<file path="src/rtl/cordic_iter_engine.sv">
// Iterative CORDIC engine for circular, linear and hyperbolic modes.
// It does one micro-rotation per clock and uses valid/ready handshakes on both sides.
// state | meaning
// IDLE  | waiting for operands
// RUN   | one micro-rotation per clock
// DONE  | results held until out_ready
module cordic_iter_engine #(
  parameter int WHOLE_BIT_WIDTH   = 4,
  parameter int DECIMAL_BIT_WIDTH = 12,
  parameter int BIT_WIDTH         = WHOLE_BIT_WIDTH + DECIMAL_BIT_WIDTH,
  parameter int ITERATIONS        = 14
) (
  input  logic                        clk,
  input  logic                        rst,
  input  logic                        in_valid,
  output logic                        in_ready,
  input  logic signed [BIT_WIDTH-1:0] x_in,
  input  logic signed [BIT_WIDTH-1:0] y_in,
  input  logic signed [BIT_WIDTH-1:0] z_in,
  input  logic                        mode_bit,
  input  logic [1:0]                  coordinate_system,
  output logic                        out_valid,
  input  logic                        out_ready,
  output logic signed [BIT_WIDTH-1:0] x_out,
  output logic signed [BIT_WIDTH-1:0] y_out,
  output logic signed [BIT_WIDTH-1:0] z_out,
  output logic                        out_ovf,
  output logic                        out_err,
  output logic                        busy
);
  localparam int BW = BIT_WIDTH;
  localparam int SW = $clog2(ITERATIONS + 2);
  localparam int KW = SW + 2;
  localparam int TF = 60;
  localparam logic [1:0] CIRC = 2'b00, LIN = 2'b01, HYP = 2'b10, RSVD = 2'b11;
  localparam logic [SW-1:0] LAST_CL = SW'(ITERATIONS - 1);
  localparam logic [SW-1:0] LAST_HY = SW'(ITERATIONS);

  // Taylor series of atan/atanh(2^-s) at TF fractional bits, elaboration only
  function automatic longint series(input int s, input bit alt);
    longint acc, term;
    acc = 0;
    for (int n = 0; s * (2 * n + 1) < TF; n++) begin
      term = (longint'(1) <<< (TF - s * (2 * n + 1))) / (2 * n + 1);
      acc = (alt && (n % 2 == 1)) ? acc - term : acc + term;
    end
    return acc;
  endfunction

  function automatic logic [BW-1:0] e_fix(input int sys, input int s);
    longint v;
    if (sys == 1) v = longint'(1) <<< (TF - s);
    else if (s == 0) v = (sys == 0) ? 64'h0C90FDAA22168C23 : 64'd0;
    else v = series(s, sys == 0);
    v = (v + (longint'(1) <<< (TF - 1 - DECIMAL_BIT_WIDTH))) >>> (TF - DECIMAL_BIT_WIDTH);
    return v[BW-1:0];
  endfunction

  logic [BW-1:0] atan_tab  [2**SW];
  logic [BW-1:0] lin_tab   [2**SW];
  logic [BW-1:0] atanh_tab [2**SW];

  for (genvar i = 0; i < 2**SW; i++) begin : g_tab
    localparam logic [BW-1:0] E_ATAN  = e_fix(0, i);
    localparam logic [BW-1:0] E_LIN   = e_fix(1, i);
    localparam logic [BW-1:0] E_ATANH = e_fix(2, i);
    assign atan_tab[i]  = E_ATAN;
    assign lin_tab[i]   = E_LIN;
    assign atanh_tab[i] = E_ATANH;
  end

  typedef enum logic [1:0] {IDLE, RUN, DONE} state_t;
  state_t state_q, state_d;

  logic signed [BW-1:0] x_q, y_q, z_q, xs, ys;
  logic [BW-1:0] e_cur;
  logic [BW:0] x_nx, y_nx, z_nx;
  logic [SW-1:0] shift_q;
  logic [KW-1:0] rep_k_q;
  logic rep_done_q, mode_q, ovf_q, err_q;
  logic [1:0] sys_q;
  logic d_pos, x_sub, step_ovf, hyp_rep, last_step, accept;

  assign in_ready  = (state_q == IDLE) && !rst;
  assign accept    = in_valid && in_ready;
  assign out_valid = (state_q == DONE);
  assign busy      = (state_q != IDLE);
  assign x_out     = x_q;
  assign y_out     = y_q;
  assign z_out     = z_q;
  assign out_ovf   = ovf_q;
  assign out_err   = err_q;

  // hyperbolic repeat: the first visit of index rep_k is executed once more
  assign hyp_rep   = (sys_q == HYP) && ({2'b00, shift_q} == rep_k_q) && !rep_done_q;
  assign last_step = (sys_q == HYP) ? ((shift_q == LAST_HY) && !hyp_rep) : (shift_q == LAST_CL);

  always_comb begin
    xs = x_q >>> shift_q;
    ys = y_q >>> shift_q;
    case (sys_q)
      CIRC:    e_cur = atan_tab[shift_q];
      LIN:     e_cur = lin_tab[shift_q];
      default: e_cur = atanh_tab[shift_q];
    endcase
    d_pos = mode_q ? y_q[BW-1] : ~z_q[BW-1];
    x_sub = (sys_q == CIRC) ? d_pos : ~d_pos;
    if (sys_q == LIN) x_nx = {x_q[BW-1], x_q};
    else if (x_sub)   x_nx = {x_q[BW-1], x_q} - {ys[BW-1], ys};
    else              x_nx = {x_q[BW-1], x_q} + {ys[BW-1], ys};
    y_nx = d_pos ? {y_q[BW-1], y_q} + {xs[BW-1], xs} : {y_q[BW-1], y_q} - {xs[BW-1], xs};
    z_nx = d_pos ? {z_q[BW-1], z_q} - {e_cur[BW-1], e_cur} : {z_q[BW-1], z_q} + {e_cur[BW-1], e_cur};
    step_ovf = (x_nx[BW] ^ x_nx[BW-1]) | (y_nx[BW] ^ y_nx[BW-1]) | (z_nx[BW] ^ z_nx[BW-1]);
  end

  always_comb begin
    state_d = state_q;
    case (state_q)
      IDLE:    if (accept) state_d = (coordinate_system == RSVD) ? DONE : RUN;
      RUN:     if (last_step) state_d = DONE;
      DONE:    if (out_ready) state_d = IDLE;
      default: state_d = IDLE;
    endcase
  end

  always_ff @(posedge clk) begin
    if (rst) state_q <= IDLE;
    else     state_q <= state_d;
  end

  always_ff @(posedge clk) begin
    if (rst) begin
      x_q        <= '0;
      y_q        <= '0;
      z_q        <= '0;
      mode_q     <= 1'b0;
      sys_q      <= CIRC;
      ovf_q      <= 1'b0;
      err_q      <= 1'b0;
      shift_q    <= '0;
      rep_k_q    <= KW'(4);
      rep_done_q <= 1'b0;
    end else if (accept) begin
      x_q        <= x_in;
      y_q        <= y_in;
      z_q        <= z_in;
      mode_q     <= mode_bit;
      sys_q      <= coordinate_system;
      ovf_q      <= 1'b0;
      err_q      <= (coordinate_system == RSVD);
      shift_q    <= (coordinate_system == HYP) ? SW'(1) : '0;
      rep_k_q    <= KW'(4);
      rep_done_q <= 1'b0;
    end else if (state_q == RUN) begin
      x_q   <= x_nx[BW-1:0];
      y_q   <= y_nx[BW-1:0];
      z_q   <= z_nx[BW-1:0];
      ovf_q <= ovf_q | step_ovf;
      if (hyp_rep) begin
        rep_done_q <= 1'b1;
      end else begin
        shift_q <= shift_q + SW'(1);
        if ({2'b00, shift_q} == rep_k_q) begin
          rep_k_q    <= rep_k_q + {rep_k_q[KW-2:0], 1'b0} + KW'(1);
          rep_done_q <= 1'b0;
        end
      end
    end
  end
endmodule

</file>
<file path="config.mk">
export PLATFORM = sky130hd
export DESIGN_NAME = cordic_iter_engine
export DESIGN_NICKNAME = d
export VERILOG_FILES = /design/src/rtl/cordic_iter_engine.sv
export SDC_FILE = /design/constraint.sdc
export NUM_CORES = 1
export LEC_CHECK = 0
export CAP_MARGIN = 20
export CELL_PAD_IN_SITES_DETAIL_PLACEMENT = 1
export CELL_PAD_IN_SITES_GLOBAL_PLACEMENT = 1
export CORE_ASPECT_RATIO = 0.5
export CORE_MARGIN = 3
export CORE_UTILIZATION = 38
export CTS_BUF_LIST = sky130_fd_sc_hd__clkbuf_16
export DETAILED_ROUTE_END_ITERATION = 8
export PLACE_DENSITY_LB_ADDON = 0.1
export SLEW_MARGIN = 20
export SYNTH_ARGS = -nofsm -noshare
export SYNTH_HDL_FRONTEND = slang
export SYNTH_SLANG_ARGS = --single-unit
</file>
<file path="constraint.sdc">
create_clock -name clk -period 5.35 [get_ports clk]
set_clock_uncertainty 0.05 [all_clocks]
set_input_delay 0.8025 -clock clk [delete_from_list [all_inputs] [get_ports clk]]
set_output_delay 0.8025 -clock clk [all_outputs]
set_load 0.02 [all_outputs]
</file>
Yosys cells after proc, flatten, opt, wreduce, memory -nomap -nowiden:

Memories as Yosys holds them, arrays and structs flattened.
Cells that the tools add are included.

* reductions and logical operators: 19
* add/subtract/negate cells: 9
* equal/unequal tests: 14
* muxes and demuxes: 31
* shift operators: 2
* order comparisons: 1
* bitwise gates (word level): 10

Operators by type and width (number)
* $mux W16: 12
* $mux W17: 4
* $add A16 B16 Y17: 3
* $sub A16 B16 Y17: 3
* $pmux W16 S2: 1
* $sshr A16 B4 Y16: 2
* $mux W4: 3
* $eq A2 B2 Y1 const B: 4
* $eq A4 B4 Y1 const B: 2
* $mux W2: 4
* $add A6 B1 Y6 const B: 1
* $add A6 B6 Y6: 1
* $eq A4 B6 Y1: 1
* $mux W1: 6
* $ne A2 B2 Y1 const B: 3
* $pmux W2 S3: 1
* $reduce_and A2 Y1: 3
* $reduce_and A3 Y1: 2
* $reduce_bool A2 Y1: 3
* $ge A5 B5 Y1 const B: 1
* $logic_and A1 B1 Y1: 5
* $not A4 Y5: 1
* $add A4 B1 Y4 const B: 1
* $eq A2 B1 Y1 const B: 2
* 7 further kinds: 17

* output and inout port bits: 53
* memories kept: 3
* word-level logic and storage cells: 101
* flip-flop bits (word level): 66
* bits in read-only memories: 768

Memories
* (no name shown): words 16, bits a word 16, rd ports 1, clocked after memory_dff 0, wr ports 0, RTL line 104 `default: e_cur = atanh_tab[shift_q];`
* (no name shown): words 16, bits a word 16, rd ports 1, clocked after memory_dff 0, wr ports 0, RTL line 103 `LIN: e_cur = lin_tab[shift_q];`
* (no name shown): words 16, bits a word 16, rd ports 1, clocked after memory_dff 0, wr ports 0, RTL line 102 `CIRC: e_cur = atan_tab[shift_q];`

Depth between registers and ports, before layout:

* depth after elaboration: 10
* gate-level depth with buffers: 25
* depth with buffers taken out: 20

Least setup slack after synthesis:

No wires, ideal clock.

* kind: reg2reg
* start: register shift_q[0]
* end: register ovf_q, in the netlist out_ovf
* setup slack: 0.251 ns
* arrival: 4.929 ns
* library setup time: 0.120 ns
* stages on the path, launching flop included: 22
* path buffers: 4
* data required time: 5.180 ns
* cell sequence: dfxtp_1 buf_6 buf_12 buf_6 mux4_2 mux2_2 a221oi_2 ha_1 and3_1 clkbuf_1 and3_1 a21boi_0 and3_1 o22a_1 a21oi_1 ha_1 nor2_1 a2111oi_0 o211ai_1 xnor3_1 a211oi_2 a21oi_1

* longest elaborated chain between the ends: 10

RTL lines
* start, declared: RTL line 78 `logic [SW-1:0] shift_q;`
* start signal, assigned: RTL line 151 `shift_q <= (coordinate_system == HYP) ? SW'(1) : '0;`
* start signal, assigned: RTL line 162 `shift_q <= shift_q + SW'(1);`
* $not A4 Y5 (not written as such): RTL line 102, 103, 104
* $mem_v2 Z16 W16 (on tied branches)
* $mux W16 (on tied branches) (2 in series): RTL line 104, 102, 103
* $pmux W16 S2: RTL line 101 `case (sys_q)`
* $add A16 B16 Y17 / $sub A16 B16 Y17 (equally long branches): RTL line 112 `z_nx = d_pos ? {z_q[BW-1], z_q} - {e_cur[BW-1], e_cur} : {z_q[BW-1], z_q} + {e_cur[BW-1], e_cur};`
* $mux W17: RTL line 112
* $xor A1 B1 Y1: RTL line 113 `step_ovf = (x_nx[BW] ^ x_nx[BW-1]) | (y_nx[BW] ^ y_nx[BW-1]) | (z_nx[BW] ^ z_nx[BW-1]);`
* $or A1 B1 Y1 *: RTL line 113
* $or A1 B1 Y1 *: RTL line 158 `ovf_q <= ovf_q | step_ovf;`
* end signal, assigned: RTL line 158
* end, declared: RTL line 80 `logic rep_done_q, mode_q, ovf_q, err_q;`

Every way passes the cells marked *; elsewhere a longest branch is shown, timed or not. The select of a mux whose other input is x is not followed.
A chain may end at the register's enable or synchronous reset.

Worst setup path in the final report:

Ends and elaborated chain as after synthesis.

==> impl_metrics.ini <==
[status]
status = finished clean

[synth]
synth.top_cell.area_share_pct = 16.5
yosysWarningCount = 0
synthTopCellsByArea = dfxtp_1 (16%), ha_1 (10%), a21oi_1 (6.5%), xnor2_1 (5.9%), nand2_1 (4.7%)
synth-seq-area-share_pct = 16.5
synth_edf_count = 0
syn_area_sq_um = 8030
synth_area_leader_cell = dfxtp_1
synthArstFlopShare_pct = 0
syn_nets = 1143
synth_cells = 1019
ys_seq_elements = 66
synth_cell_type_count = 84
synth.avg_cell_area_sq_um = 7.88
synth-main-ff-cell = dfxtp_1

[worst_setup_path]
critPathCaptureType = flip-flop
reg2reg_depth = 18
cp.arrival_ps = 5210
cp-start-kind = flip-flop
cp_max_fo = 9
critPathLaunch = shift_q[0]
required_ps = 5540
critPathKind = flip-flop to flip-flop
r2r_start = shift_q[0]
rrSetupSlack_ps = 330
crit_end = out_ovf
worstReg2RegEnd = out_ovf

[routing]
drc = 0
routedWlPerCell_um = 21.8
vias = 8555
viasPerCell = 6.07
wirelength_um = 30700
dr.pass1.iters = 5
initialDrtViolationCount = 503
ant_nets = 0

[grt]
grt_pass1_vias = 8952
grt_pass1_wl_um = 49000
grt_max_degree = 55
grt_util_all_layers_pct = 27.1
grt.met2_usage_pct = 45.2
grt_busiest_layer = met2
grtUsageMet1_pct = 36.3
overflow = 0
grtUsageMet3_pct = 5.09
antenna_found_initial = 0

[floorplan]
rows = 36
die_h_um = 109
num_io_pins = 108
die_w_um = 212
core_sq_um = 20100
fp.dieArea_sq_um = 23000
start_util_pct = 40.0

[power_and_ir_drop]
vdd_drop_max_mv = 0.174
powerDensity_nw_per_um2 = 464
power_leakage_nw = 4.03

[hold_path]
hp-class = flip-flop to flip-flop
hold_depth = 1

[clocking]
clk_pin_slew_ps = 70
cts_setup_buffers = 0
cts_hold_buf = 0
cts_tree = done
cts_htree_levels = 3
max-clock-path-buffers = 2
cts_buffers = 9
clock-sinks = 66
clk_latency_ps = 360
cts_root_buffer = clkbuf_16

[sta]
worst_slack_ps = 332
rsz0062_at_grt = no
fin_crit_ps = 5020
slew_headroom_pct = 41.6
maxSlewViolCount = 0
worst_pin_slew_ps = 870
holdWs_ps = 457
setup_violations = 0
hold_viol_final = 0
fin_crit_sh_pct = 93.8
timing.fmax_ghz = 0.199

[finish]
final_cells = 1409
mostFrequentLayoutCell = clkdlybuf4s50_1
final_nets = 1262
mostFrequentLayoutCells = clkdlybuf4s50_1 (106), a21oi_1 (103), nand2_1 (101)
syn_to_final_growth_pct = 24.8
antenna_cells = 0
drive_above_1_share_pct = 12.2

[placed_design]
dp_cells = 1393
post-dp-hpwl_um = 23600
dp_slack_ps = -11.7
io_buffers = 107
gp_congestion = 0.957

[flow_run]
drv_cap = 0
-- timing repair --
| item | 4_1_cts | 5_1_grt |
|---|---|---|
| pin swaps | 0 | 1 |
| gates resized for setup | 2 | 14 |
| endpoints found under the setup margin | 1 | 1 |
-- metal layers --
metal  wire length (um)  part of all wire [%]  vias to the layer above
met3               1920                   6.3                       44
met1              14200                    46                     4215
met4                558                   1.8                        0
met5                  0                     0                        -
met2              14100                    46                      258
li1                   -                     -                     4038
-- worst min path at each step --
stage | start | endpoint | slack [ps]
2_1_floorplan | rep_k_q[5] | rep_k_q[5] | 410
3_3_place_gp | out_err | out_err | 420
3_5_place_dp | rep_done_q | rep_done_q | 440
4_1_cts | rep_done_q | rep_done_q | 460
5_1_grt | rep_done_q | rep_done_q | 480
6_report | out_err | out_err | 460
-- Yosys cell counts (16+ instances only) --
library cell    n
mux4_2         16
nand3_1        17
o21ai_0        50
clkbuf_1       37
inv_1          39
nand2b_1       16
a21oi_1       104
xnor2_1        54
ha_1           65
dfxtp_1        66
xor2_1         24
a22oi_1        40
mux2i_1        18
nor2_1         91
nor3_1         18
nand2_1       101
-- final cells by class --
type,instances,area [sq um]
Inverter,40,150
Multi-Input combinational cell,854,6340
Tap cell,266,333
Timing Repair Buffer,167,1550
Clock buffer,9,225
Sequential cell,66,1330
Clock inverter,7,92.6
Fill cell,2460,10100
-- metrics by stage --
stage               power [mW]  util (%)  cell area (sq um)  TNS [ps]
floorplan                 2.97         -               8030         0
finish                    4.65      49.9              10000         0
global route              5.02      49.9              10000         0
global placement          3.82      48.0               9640         0
detailed placement        3.92      48.0               9640     -11.7
CTS                       4.63      49.6               9960         0
-- cells by family (layout without fill, tap and decap cells) --
logic type | Yosys count | count (layout) | share of synthesized area [%]
AO/OA/AOI/OAI | 332 | 332 | 27.5
XOR/XNOR | 81 | 81 | 9.35
adder cells (fa/ha/maj) | 69 | 69 | 11.1
buffers and inverters | 99 | 223 | 5.44
flip-flops | 66 | 66 | 16.5
multiplexers | 53 | 53 | 11.1
AND/OR/NAND/NOR | 319 | 319 | 19.1
-- critical path, stage by stage (launching register included) --
cell	delay, ps
dfxtp_4	450
mux4_2	550
mux2_2	350
a221oi_2	370
ha_1	230
and3_1	230
buf_4	150
a21oi_1	70
xnor2_1	140
ha_1	340
a21oi_1	200
o21ai_0	110
a21o_1	180
a21oi_1	250
a31oi_1	180
o211ai_1	330
xnor3_1	340
a211oi_2	250
a21oi_1	100
-- where the power goes --
group / internal [mW] / leakage [nW] / total, mW / switching, mW
Combinational: 1.48 / 3.34 / 3.24 / 1.76
Sequential: 0.575 / 0.541 / 0.725 / 0.151
Clock: 0.408 / 0.149 / 0.681 / 0.273
-- flip-flops by register name, summed over array words and instances (netlist names) --
| name | flops |
|---|---|
| x_out | 16 |
| y_out | 16 |
| z_out | 16 |
| rep_k_q | 6 |
| shift_q | 4 |
| state_q | 2 |
| sys_q | 2 |
| mode_q | 1 |
| out_err | 1 |
| out_ovf | 1 |
| rep_done_q | 1 |
Note: power is estimated with default switching activity, not from simulation.
